--- src/rtl/dac_spi_driver.sv ---
// -----------------------------------------------------------------------------
// dac_spi_driver
//
// Serialises one 8-bit waveform sample into a 16-bit DAC frame
// {CTRL_BITS, data_in, 4'b0000}, sent MSB first over an SPI-style link.
// The DAC samples dac_din on the rising edge of dac_sclk. dac_din moves on
// falling edges, so each bit is stable across its rising edge.
//
// Parameters
//   SCLK_DIV   dac_sclk half-period in clk cycles (1..255)
//   CTRL_BITS  4-bit DAC control field placed at the top of every frame
//
// Ports
//   clk       in   system clock
//   rst_n     in   asynchronous active-low reset
//   data_in   in   8-bit sample, captured when start is accepted
//   start     in   transmit request, honoured only when idle
//   busy      out  high while a frame (including the CS-high hold) is running
//   done      out  one-cycle pulse when the frame and its hold time finish
//   dac_cs_n  out  DAC chip select, active low
//   dac_sclk  out  DAC serial clock, idles low
//   dac_din   out  DAC serial data
//
// Every output comes straight from a flop; there is no combinational path
// from any input to any output.
// -----------------------------------------------------------------------------
module dac_spi_driver #(
  parameter int unsigned SCLK_DIV  = 4,
  parameter logic [3:0]  CTRL_BITS = 4'b0111
) (
  input  logic       clk,
  input  logic       rst_n,
  input  logic [7:0] data_in,
  input  logic       start,
  output logic       busy,
  output logic       done,
  output logic       dac_cs_n,
  output logic       dac_sclk,
  output logic       dac_din
);

  // The divider needs at least one bit, even when SCLK_DIV is 1.
  localparam int unsigned    DIV_W    = (SCLK_DIV > 1) ? $clog2(SCLK_DIV) : 1;
  localparam logic [DIV_W-1:0] DIV_LAST = DIV_W'(SCLK_DIV - 1);
  localparam logic [DIV_W-1:0] DIV_ONE  = DIV_W'(1);

  typedef enum logic [1:0] {
    IDLE  = 2'd0,
    SHIFT = 2'd1,
    HOLD  = 2'd2
  } state_t;

  state_t           state_reg, state_next;
  logic [DIV_W-1:0] div_reg,   div_next;
  logic [4:0]       edge_reg,  edge_next;   // dac_sclk toggles seen, 0..31
  logic [14:0]      bits_reg,  bits_next;   // frame bits still to be sent
  logic             cs_n_reg,  cs_n_next;
  logic             sclk_reg,  sclk_next;
  logic             din_reg,   din_next;
  logic             busy_reg,  busy_next;
  logic             done_reg,  done_next;

  logic [15:0]      frame;

  assign frame = {CTRL_BITS, data_in, 4'b0000};

  // ---------------------------------------------------------------------------
  // State and output registers
  // ---------------------------------------------------------------------------
  always_ff @(posedge clk or negedge rst_n) begin
    if (!rst_n) begin
      state_reg <= IDLE;
      div_reg   <= '0;
      edge_reg  <= '0;
      bits_reg  <= '0;
      cs_n_reg  <= 1'b1;
      sclk_reg  <= 1'b0;
      din_reg   <= 1'b0;
      busy_reg  <= 1'b0;
      done_reg  <= 1'b0;
    end else begin
      state_reg <= state_next;
      div_reg   <= div_next;
      edge_reg  <= edge_next;
      bits_reg  <= bits_next;
      cs_n_reg  <= cs_n_next;
      sclk_reg  <= sclk_next;
      din_reg   <= din_next;
      busy_reg  <= busy_next;
      done_reg  <= done_next;
    end
  end

  // ---------------------------------------------------------------------------
  // Next-state and next-output logic
  // ---------------------------------------------------------------------------
  always_comb begin
    state_next = state_reg;
    div_next   = div_reg;
    edge_next  = edge_reg;
    bits_next  = bits_reg;
    cs_n_next  = cs_n_reg;
    sclk_next  = sclk_reg;
    din_next   = din_reg;
    busy_next  = busy_reg;
    done_next  = 1'b0;

    unique case (state_reg)
      IDLE: begin
        if (start) begin
          // Capture the whole frame now so later data_in changes cannot
          // leak into it. The MSB goes straight onto dac_din.
          state_next = SHIFT;
          div_next   = '0;
          edge_next  = '0;
          bits_next  = frame[14:0];
          cs_n_next  = 1'b0;
          sclk_next  = 1'b0;
          din_next   = frame[15];
          busy_next  = 1'b1;
        end
      end

      SHIFT: begin
        if (div_reg == DIV_LAST) begin
          div_next = '0;
          if (edge_reg == 5'd31) begin
            // 32nd toggle is the 16th falling edge: end the frame here
            // instead of moving on to a 17th bit.
            state_next = HOLD;
            edge_next  = '0;
            bits_next  = '0;
            cs_n_next  = 1'b1;
            sclk_next  = 1'b0;
            din_next   = 1'b0;
          end else begin
            edge_next = edge_reg + 5'd1;
            sclk_next = ~sclk_reg;
            if (sclk_reg) begin
              // Falling edge: present the next bit.
              din_next  = bits_reg[14];
              bits_next = {bits_reg[13:0], 1'b0};
            end
          end
        end else begin
          div_next = div_reg + DIV_ONE;
        end
      end

      HOLD: begin
        // Keep CS high for SCLK_DIV cycles before the next frame may start.
        if (div_reg == DIV_LAST) begin
          state_next = IDLE;
          div_next   = '0;
          busy_next  = 1'b0;
          done_next  = 1'b1;
        end else begin
          div_next = div_reg + DIV_ONE;
        end
      end

      default: begin
        state_next = IDLE;
        cs_n_next  = 1'b1;
        sclk_next  = 1'b0;
        din_next   = 1'b0;
        busy_next  = 1'b0;
      end
    endcase
  end

  assign busy     = busy_reg;
  assign done     = done_reg;
  assign dac_cs_n = cs_n_reg;
  assign dac_sclk = sclk_reg;
  assign dac_din  = din_reg;

endmodule

--- config.mk ---
export PLATFORM = sky130hd
export DESIGN_NAME = dac_spi_driver
export DESIGN_NICKNAME = d
export VERILOG_FILES = /design/src/rtl/dac_spi_driver.sv
export SDC_FILE = /design/constraint.sdc
export NUM_CORES = 1
export LEC_CHECK = 0
export ABC_AREA = 1
export CORE_UTILIZATION = 50
export CTS_CLUSTER_SIZE = 8
export DETAILED_ROUTE_END_ITERATION = 8
export PLACE_DENSITY = 0.81
export SKIP_CTS_REPAIR_TIMING = 1
export SYNTH_ARGS = -nofsm -noshare
export SYNTH_HDL_FRONTEND = slang
export SYNTH_SLANG_ARGS = --single-unit
--- constraint.sdc ---
create_clock -name clk -period 2.4 [get_ports clk]
set_clock_uncertainty 0.2 [all_clocks]
set_input_delay 0.48 -clock clk [delete_from_list [all_inputs] [get_ports clk]]
set_output_delay 0.48 -clock clk [all_outputs]
set_load 0.01 [all_outputs]
Yosys cells after proc, flatten, opt, wreduce, memory -nomap -nowiden
Index checks and enable logic that the tools add are counted.
{"block": "totals", "elab_cells": 68, "output_inout_bits": 5, "inputBits": 11, "reg_bits": 29}
{"block": "classes", "n_addsub": 2, "n_eq_ne": 9, "mux": 33, "n_reduce_logical": 12, "bitwise_logic": 3}
{"operator": "two-way mux 15 bit", "n": 4}
{"operator": "case mux 15 bit (2 select lines)", "n": 1}
{"operator": "AND reduction 4 bit", "n": 4}
{"operator": "two-way mux 5 bit", "n": 3}
{"operator": "two-way mux 1 bit", "n": 12}
{"operator": "two-way mux 2 bit", "n": 6}
{"operator": "case mux 1 bit (3 select lines)", "n": 4}
{"operator": "case mux 5 bit (2 select lines)", "n": 1}
{"operator": "AND reduction 3 bit", "n": 3}
{"operator": "inequality test 2 bit, second input constant", "n": 4}
{"operator": "case mux 2 bit (3 select lines)", "n": 1}
{"operator": "adder 5 x 1 -> 5 bit, second input constant", "n": 1}
{"operator": "== test 5 bit, second input constant", "n": 1}
{"operator": "== test 2 bit, second input constant", "n": 2}
{"operator": "case mux 2 bit (2 select lines)", "n": 1}
{"operator": "nonzero test 2 bit", "n": 2}
{"operator": "inequality test 3 bit, second input constant", "n": 1}
{"operator": "inverter 1 bit", "n": 3}
{"operator": "adder 2 x 1 -> 2 bit, second input constant", "n": 1}
{"operator": "== test 2 x 1 -> 1 bit, second input constant", "n": 1}
{"operator": "zero test 2 bit", "n": 1}
{"operator": "AND reduction 2 bit", "n": 1}
{"operator": "OR reduction 2 bit", "n": 1}

Longest topological paths before layout
Gate-level depths: netlist (run 1).
{"block": "logic_depth", "depth_word": 4, "mapped_depth": 11, "depth_no_buf": 11}

Worst setup path before layout (run 1)
OpenSTA, ideal clock, no wires.
{"block": "synth_path", "path_kind": "reg2reg", "startpoint": "reg edge_reg[0]", "endpoint": "reg bits_reg[5]", "t_arrival_ns": 1.477, "period_less_slack_ns": 1.754, "setup_ns": 0.076, "stages_incl_launch_ff": 12, "path_buffers": 0, "path_slack_ns": 0.646, "cell_sequence": "dfrtp_1 ha_1 nand2_1 nor2_1 ha_1 inv_1 nand2_4 inv_1 nand2_1 nand2_1 inv_1 o21ai_1"}
{"block": "synth_between", "elab_chain_len": 4, "word_cells_on_any_way": 6, "classes_between": "eq/ne (2); mux (3); reduce/logical (1)"}
{"item": "start: declaration", "line": "55", "source": "logic [4:0] edge_reg, edge_next;"}
{"item": "start signal: assignment", "line": "84", "source": "edge_reg <= edge_next;"}
{"item": "== test 5 bit *", "line": "127", "source": "if (edge_reg == 5'd31) begin"}
{"item": "two-way mux 15 bit", "line": "127"}
{"item": "two-way mux 15 bit", "line": "125", "source": "if (div_reg == DIV_LAST) begin"}
{"item": "case mux 15 bit (2 select lines)", "line": "108", "source": "unique case (state_reg)"}
{"item": "end signal: assignment", "line": "85", "source": "bits_reg <= bits_next;"}
{"item": "end: declaration", "line": "56", "source": "logic [14:0] bits_reg, bits_next;"}
Mark *: on every way between the ends. The rest lies on a longest branch, timed or not. The select of a mux whose other input is x is not followed.
A chain may end at the register's enable or synchronous reset.

Worst setup path after layout (run 1)
{"block": "layout_path", "startpoint": "reg cs_n_reg (netlist: dac_cs_n)", "endpoint": "out dac_cs_n"}
{"item": "start: declaration", "line": "57", "source": "logic cs_n_reg, cs_n_next;"}
{"item": "start signal: assignment", "line": "86", "source": "cs_n_reg <= cs_n_next;"}
{"item": "end: declaration", "line": "37", "source": "output logic dac_cs_n,"}
No word-level cell between the ends.

==> results of run 1 <==
per-layer routing:
layer,part of all wire [%],vias to the layer above,GRT usage (%)
met4,1.3,0,8.12
li1,-,551,-
met5,0,-,0
met2,49,22,31.3
met3,3.8,4,3.89
met1,46,498,26.9
logic make-up after synthesis:
family	synth area share (%)
fa+ha+maj	5.50
compound gates	11.3
buf+inv	9.26
flops	45.9
simple gates	28.0
synth_stat cells:
master | number | share of area [%]
sky130_fd_sc_hd__nand2_1 | 57 | 16
sky130_fd_sc_hd__dfrtp_1 | 24 | 44
sky130_fd_sc_hd__inv_1 | 20 | 5.5
sky130_fd_sc_hd__o21ai_2 | 9 | 5.8
sky130_fd_sc_hd__nand3_1 | 8 | 2.9
sky130_fd_sc_hd__ha_1 | 6 | 5.5
sky130_fd_sc_hd__nand4_1 | 5 | 2.3
sky130_fd_sc_hd__nor2_1 | 4 | 1.1
sky130_fd_sc_hd__o21ai_0 | 4 | 1.5
sky130_fd_sc_hd__a21oi_1 | 3 | 1.1
sky130_fd_sc_hd__buf_6 | 3 | 2.5
sky130_fd_sc_hd__nand2_2 | 3 | 1.4
sky130_fd_sc_hd__nand2_4 | 3 | 2.5
sky130_fd_sc_hd__o21a_1 | 2 | 1.1
sky130_fd_sc_hd__o21ai_1 | 2 | 0.73
sky130_fd_sc_hd__a21boi_1 | 1 | 0.55
sky130_fd_sc_hd__buf_2 | 1 | 0.37
sky130_fd_sc_hd__dfstp_2 | 1 | 1.9
sky130_fd_sc_hd__inv_2 | 1 | 0.27
sky130_fd_sc_hd__inv_6 | 1 | 0.64
sky130_fd_sc_hd__nand3_4 | 1 | 1.3
sky130_fd_sc_hd__nor2_2 | 1 | 0.46
sky130_fd_sc_hd__o31ai_1 | 1 | 0.55
sky130_fd_sc_hd__or2_2 | 1 | 0.46
area by class of cell:
cell class / count / area, um2
Timing Repair Buffer: 16 / 158
Tap cell: 30 / 37.5
Sequential cell: 25 / 627
Fill cell: 220 / 973
Clock buffer: 3 / 22.5
Inverter: 22 / 87.6
Clock inverter: 1 / 5.00
Multi-Input combinational cell: 111 / 612
cell usage in the layout (no fill, tap or decap), types with 2 or more instances in the layout:
cell and count:
sky130_fd_sc_hd__nand2_2 3, sky130_fd_sc_hd__clkbuf_4 3, sky130_fd_sc_hd__dfrtp_1 24, sky130_fd_sc_hd__nand4_1 5, sky130_fd_sc_hd__nor2_1 4, sky130_fd_sc_hd__o21ai_1 2, sky130_fd_sc_hd__nand2_1 57, sky130_fd_sc_hd__a21oi_1 3
sky130_fd_sc_hd__o21ai_0 4, sky130_fd_sc_hd__clkdlybuf4s50_1 15, sky130_fd_sc_hd__o21a_1 2, sky130_fd_sc_hd__inv_1 20, sky130_fd_sc_hd__nand3_1 8, sky130_fd_sc_hd__o21ai_2 9, sky130_fd_sc_hd__ha_1 6, sky130_fd_sc_hd__nand2_4 3
how the worst min path moves through the flow:
stage	cells past startpoint	from	end
floorplan	0	rst_n	bits_reg[10]
global placement	2	dac_cs_n	dac_cs_n
detailed placement	2	bits_reg[9]	bits_reg[9]
CTS	2	dac_cs_n	dac_cs_n
global route	2	dac_cs_n	dac_cs_n
finish	2	dac_cs_n	dac_cs_n
worst min-delay path, stage by stage, from the launching register on:
cell                      delay [ns]
sky130_fd_sc_hd__dfstp_2        0.40
sky130_fd_sc_hd__nand2_1        0.05
sky130_fd_sc_hd__nand2_1        0.05
where the power goes:
| group | leakage, nW | total [mW] | switching [mW] | internal (mW) |
|---|---|---|---|---|
| sequential | 0.317 | 0.706 | 0.102 | 0.604 |
| combinational | 0.467 | 1.05 | 0.645 | 0.405 |
| clock | 0.0177 | 0.184 | 0.122 | 0.0622 |
| total | 0.801 | 1.94 | 0.869 | 1.07 |
==> results.txt, run 1 <==
----------------------------------------------------
[Clock network]
  Clock-pin slew on the worst setup and hold paths ... 0.13 ns
  Clk sinks ... 25
  CTS buffer count ... 3
  CTS H-Tree Depth ... 1
  Cell chosen for the clock root ... sky130_fd_sc_hd__clkbuf_4
  CTS tree ... yes
  Clock latency on the worst-skew pair ... around 0.31 ns
  Maximum number of buffers from clock root to sink ... 2

[Global route]
  Gr ovfl total ... 0
  GRT Total Usage ... 20.0%
  Antenna violations before repair ... 0
  Via count of the first global-routing pass ... around 1000
  Maximum number of pins on one net before global-route repair ... 26
  Wire length of the first global-routing pass ... 4260 um

[Setup path]
  Critical Path Fanout Max ... 2
  Worst reg-to-reg path cell count ... 11
  Register-to-register setup slack ... 0.41 ns
  Cell family with the largest share of critical-path delay ... flip-flops
  Critical R2R Launch ... edge_reg[0]
  CP arrival ... 1.39 ns
  Worst setup SP type ... register
  CP startpoint ... dac_cs_n
  Levels on crit path ... 1
  Standard cell with the maximum stage delay on the critical path ... sky130_fd_sc_hd__dfstp_2
  Worst setup path endpoint ... dac_cs_n
  Crit path cell chain ... clkdlybuf4s50_1
  Delay of the slowest cell on the worst path ... about 0.56 ns
  Setup crit end kind ... output pin
  Capturing point of the worst reg2reg path ... bits_reg[9]
  Number of buffer and inverter stages on the critical path ... 1
  Crit Path Class ... register to output pin
  Required time reported for the critical path endpoint ... 1.72 ns

[Layout]
  Flip-flop count of the largest register after layout ... 11
  Final standard cell utilization of the core ... slightly above 60%
  Post-Layout Inst Area ... 1550 um2
  Share of layout cells above drive strength 1 ... 14.6%
  Antenna diode count ... 0
  Net count of the finished layout ... 196
  Synth-to-Final Area Change ... 13.5%
  Non-filler cells in the finished layout ... 208

[Routing]
  Antenna Nets Post-Route ... 0
  Number of vias per cell ... 5.17
  Via count of the routed design ... 1075
  Number of remaining DRC errors ... 0
  Wire length after detailed routing ... between 2000 and 2500 um
  Number of DRC markers in iteration 0 ... 22
  Routed length per instance ... 11.1 um
  Detailed-routing iteration count for the pre-antenna-repair pass ... 4

[Floorplanning]
  Initial Util ... a little over half
  Die span in y ... between 50 and 60 um
  Area of the core ... 2520 um2
  Area of the die ... about 2900 um2
  Floorplan die width ... between 50 and 60 um
  I/O pin count ... 16
  Number of rows created at floorplan ... 18

[STA]
  Worst slew slack as a fraction of its limit ... 69.6%
  Maximum operating frequency ... 483 MHz
  Total negative setup slack ... 0 ns
  Transition time at the pin with the least slew margin ... 0.456 ns
  Final Cycle Share ... 86.2%
  Fin. Hold Viols ... 0
  Final setup viols ... 0
  WHS ... between 0.2 and 0.3 ns
  Final slew viol count ... 0
  Time the final worst path needs with I/O delays and setup ... 2.07 ns
  Unrepaired setup endpoints after global routing ... false
  PnR worst setup slack ... 0.331 ns

[Status]
  Result of the run ... complete, no violations

[Synth]
  Number of synthesized register bits ... 25
  Number of library cell types mapped by synthesis ... 24
  Post-synthesis instance total ... 162
  Sequential share of the synthesized area ... 45.9%
  Number of warnings issued by yosys ... 0
  Synthesized area per cell ... 8.43 um2
  Net Count, Synth ... between 150 and 200
  Area of the mapped netlist ... 1370 um2

[Place]
  Instance area at placement ... 1520 um2
  Routability Congestion ... 0.895
  Detailed placer's ending HPWL ... 1740 um
  Placement-stage worst setup slack ... 0.425 ns
  Number of cells in the design after placement ... 204
  # port buffers ... 15

[Pwr]
  Static power due to leakage ... 0.801 nW
  Worst IR drop on VDD ... around 0.81 mV
  Power per cell area ... 1250 nW/um2
  Overall power of the completed layout ... slightly below 2 mW

[Flow run]
  Maximum capacitance violations ... 0

[Worst hold path]
  Hold crit path type ... register to register

----------------------------------------------------
Note: power is estimated with default switching activity, not from simulation.
==> run 2, diff against run 1 <==
PLACE_DENSITY = 0.73   (was 0.81)
==> run 2 against run 1 <==
Compared with the run above:
- sequential cell count unchanged
- cell count unchanged
- non-clock buffer count unchanged
- total power increased by 1.9%
- design area increased by 0.16%
- register-to-register slack about the same
- die area unchanged
- combinational power about the same
- maximum frequency decreased by 2.1%
- sequential power about the same
- sequential share of layout area decreased by 0.065 points
- critical path type unchanged
- critical endpoint unchanged
==> results.txt, run 2 (synthesis results as in run 1) <==
----------------------------------------------------
[Layout]
  Flip-flop count of the largest register after layout ... 11
  Synth-to-Final Area Change ... 13.7%
  Net count of the finished layout ... around 200
  Antenna diode count ... 0
  Most frequent cells in the layout ... sky130_fd_sc_hd__nand2_1, sky130_fd_sc_hd__dfrtp_1, sky130_fd_sc_hd__inv_1, sky130_fd_sc_hd__clkdlybuf4s50_1, sky130_fd_sc_hd__o21ai_2
  Non-filler cells in the finished layout ... approximately 210
  Commonest non-fill, non-tap cell in the layout ... sky130_fd_sc_hd__nand2_1
  Share of layout cells above drive strength 1 ... 14.6%
  Post-Layout Inst Area ... 1550 um2

[Pwr]
  Sequential power share ... a little over a third
  Static power due to leakage ... 0.797 nW
  Cell internal pwr ... between 1 and 1.5 mW
  Power per cell area ... ~1300 nW/um2
  Combinational group share of total power ... approximately 54%
  Overall power of the completed layout ... 1.98 mW
  Net switching power of the design ... 0.902 mW
  Share of power burned in the clock network ... around 10%
  Switching part of the total ... 45.6%
  Worst IR drop on VDD ... approximately 0.96 mV

[STA]
  Time the final worst path needs with I/O delays and setup ... 2.11 ns
  Total negative setup slack ... 0 ns
  Final Cycle Share ... between 80% and 90%
  Transition time at the pin with the least slew margin ... 0.488 ns
  Final setup viols ... 0
  Worst slew slack as a fraction of its limit ... roughly 67%
  Unrepaired setup endpoints after global routing ... false
  Fin. Hold Viols ... 0
  Maximum operating frequency ... between 400 and 500 MHz
  Final slew viol count ... 0

[Setup path]
  Number of buffer and inverter stages on the critical path ... 1
  Standard cell with the maximum stage delay on the critical path ... sky130_fd_sc_hd__dfstp_2
  Crit path cell chain ... clkdlybuf4s50_1
  CP arrival ... 1.43 ns
  Setup crit end kind ... output pin
  Worst setup SP type ... register
  Cell family with the largest share of critical-path delay ... flip-flops
  Crit Path Class ... register to output pin
  Critical Path Fanout Max ... 2
  Required time reported for the critical path endpoint ... 1.72 ns
  Delay of the slowest cell on the worst path ... 0.57 ns

[Clock network]
  Clock-pin slew on the worst setup and hold paths ... 0.15 ns
  Clk sinks ... 25
  Cell chosen for the clock root ... sky130_fd_sc_hd__clkbuf_4
  CTS buffer count ... 3
  CTS tree ... yes
  CTS H-Tree Depth ... 1
  Maximum number of buffers from clock root to sink ... 2
  Clock latency on the worst-skew pair ... 0.33 ns

[Routing]
  Metal1 wirelength ... ~1200 um
  Antenna Nets Post-Route ... 0
  Number of vias per cell ... 5.01
  Routed length per instance ... 11.6 um
  Met3 routed WL ... between 80 and 90 um
  Routed wl met2 ... 1060 um
  Number of DRC markers in iteration 0 ... 17
  DR top layer ... met4
  Wire length after detailed routing ... 2420 um
  Detailed-routing iteration count for the pre-antenna-repair pass ... 4
  Number of remaining DRC errors ... 0
  Via count of the routed design ... between 1000 and 1500

[Floorplanning]
  Area of the core ... approximately 2500 um2
  Floorplan die width ... around 54 um
  Number of rows created at floorplan ... 18
  Die span in y ... ~54 um
  Initial Util ... 54.1%
  Area of the die ... about 2900 um2
  I/O pin count ... 16

[Place]
  Number of cells in the design after placement ... 204
  Routability Congestion ... between 0.7 and 0.8
  # port buffers ... 15
  Instance area at placement ... 1520 um2
  Detailed placer's ending HPWL ... 1780 um

[Global route]
  Maximum number of pins on one net before global-route repair ... 26
  Via count of the first global-routing pass ... 1020
  GRT Total Usage ... a little over a fifth
  Gr ovfl total ... 0
  Wire length of the first global-routing pass ... 4350 um
  Antenna violations before repair ... 0

[Status]
  Result of the run ... complete, no violations

[Flow run]
  Maximum capacitance violations ... 0

[Worst hold path]
  Hold crit path type ... input port to async pin

----------------------------------------------------
[run 2: changes by cell type in the layout (fill, tap and decap cells not counted), sizes merged]
| cell | before | now |
|---|---|---|
| clkinvlp | 0 | 1 |
| clkinv | 1 | 0 |
[run 2: per-layer routing]
metal	vias to the layer above	track usage, %
met5	-	0
met4	0	9.40
met3	5	5.83
met2	15	32.3
met1	477	27.0
li1	546	-
[run 2: worst paths after layout]
| path | from | to | slack (ns) | cells past startpoint |
|---|---|---|---|---|
| setup reg to reg | edge_reg[0] | bits_reg[6] | 0.40 | 11 |
| min in group clk | dac_cs_n | dac_cs_n | 0.28 | 2 |
| setup / recovery | dac_cs_n | dac_cs_n | 0.29 | 1 |
| max in group asynchronous | rst_n | dac_cs_n | 1.44 | 2 |
| hold reg to reg | dac_cs_n | dac_cs_n | 0.28 | 2 |
| hold / removal | rst_n | edge_reg[1] | 0.28 | 2 |
[run 2: power groups by stage]
stage               combinational, mW  clock (mW)  sequential, mW
finish                           1.07       0.197           0.705
global placement                 1.04           0           0.711
global route                     1.24       0.216           0.731
CTS                              1.08       0.205           0.706
floorplan                       0.875           0           0.707
detailed placement               1.08           0           0.714
[run 2: cell type report]
| cell class | count | area (um2) |
|---|---|---|
| fillers | 219 | 971 |
| flip-flops and latches | 25 | 627 |
| multi-input cells | 111 | 612 |
| clock inverters | 1 | 7.51 |
| clock buffers | 3 | 22.5 |
| well taps | 30 | 37.5 |
| repair buffers | 16 | 158 |
| inverters | 22 | 87.6 |
[run 2: through the flow]
| stage | utilization [%] | setup slack [ns] | hold slack [ns] |
|---|---|---|---|
| CTS | 61.5 | 0.277 | 0.281 |
| global route | 61.5 | 0.186 | 0.310 |
| finish | 61.5 | 0.287 | 0.276 |
| detailed placement | 60.3 | 0.404 | 0.259 |
| floorplan | - | 0.646 | -0.0156 |
| global placement | 60.3 | 0.469 | 0.261 |
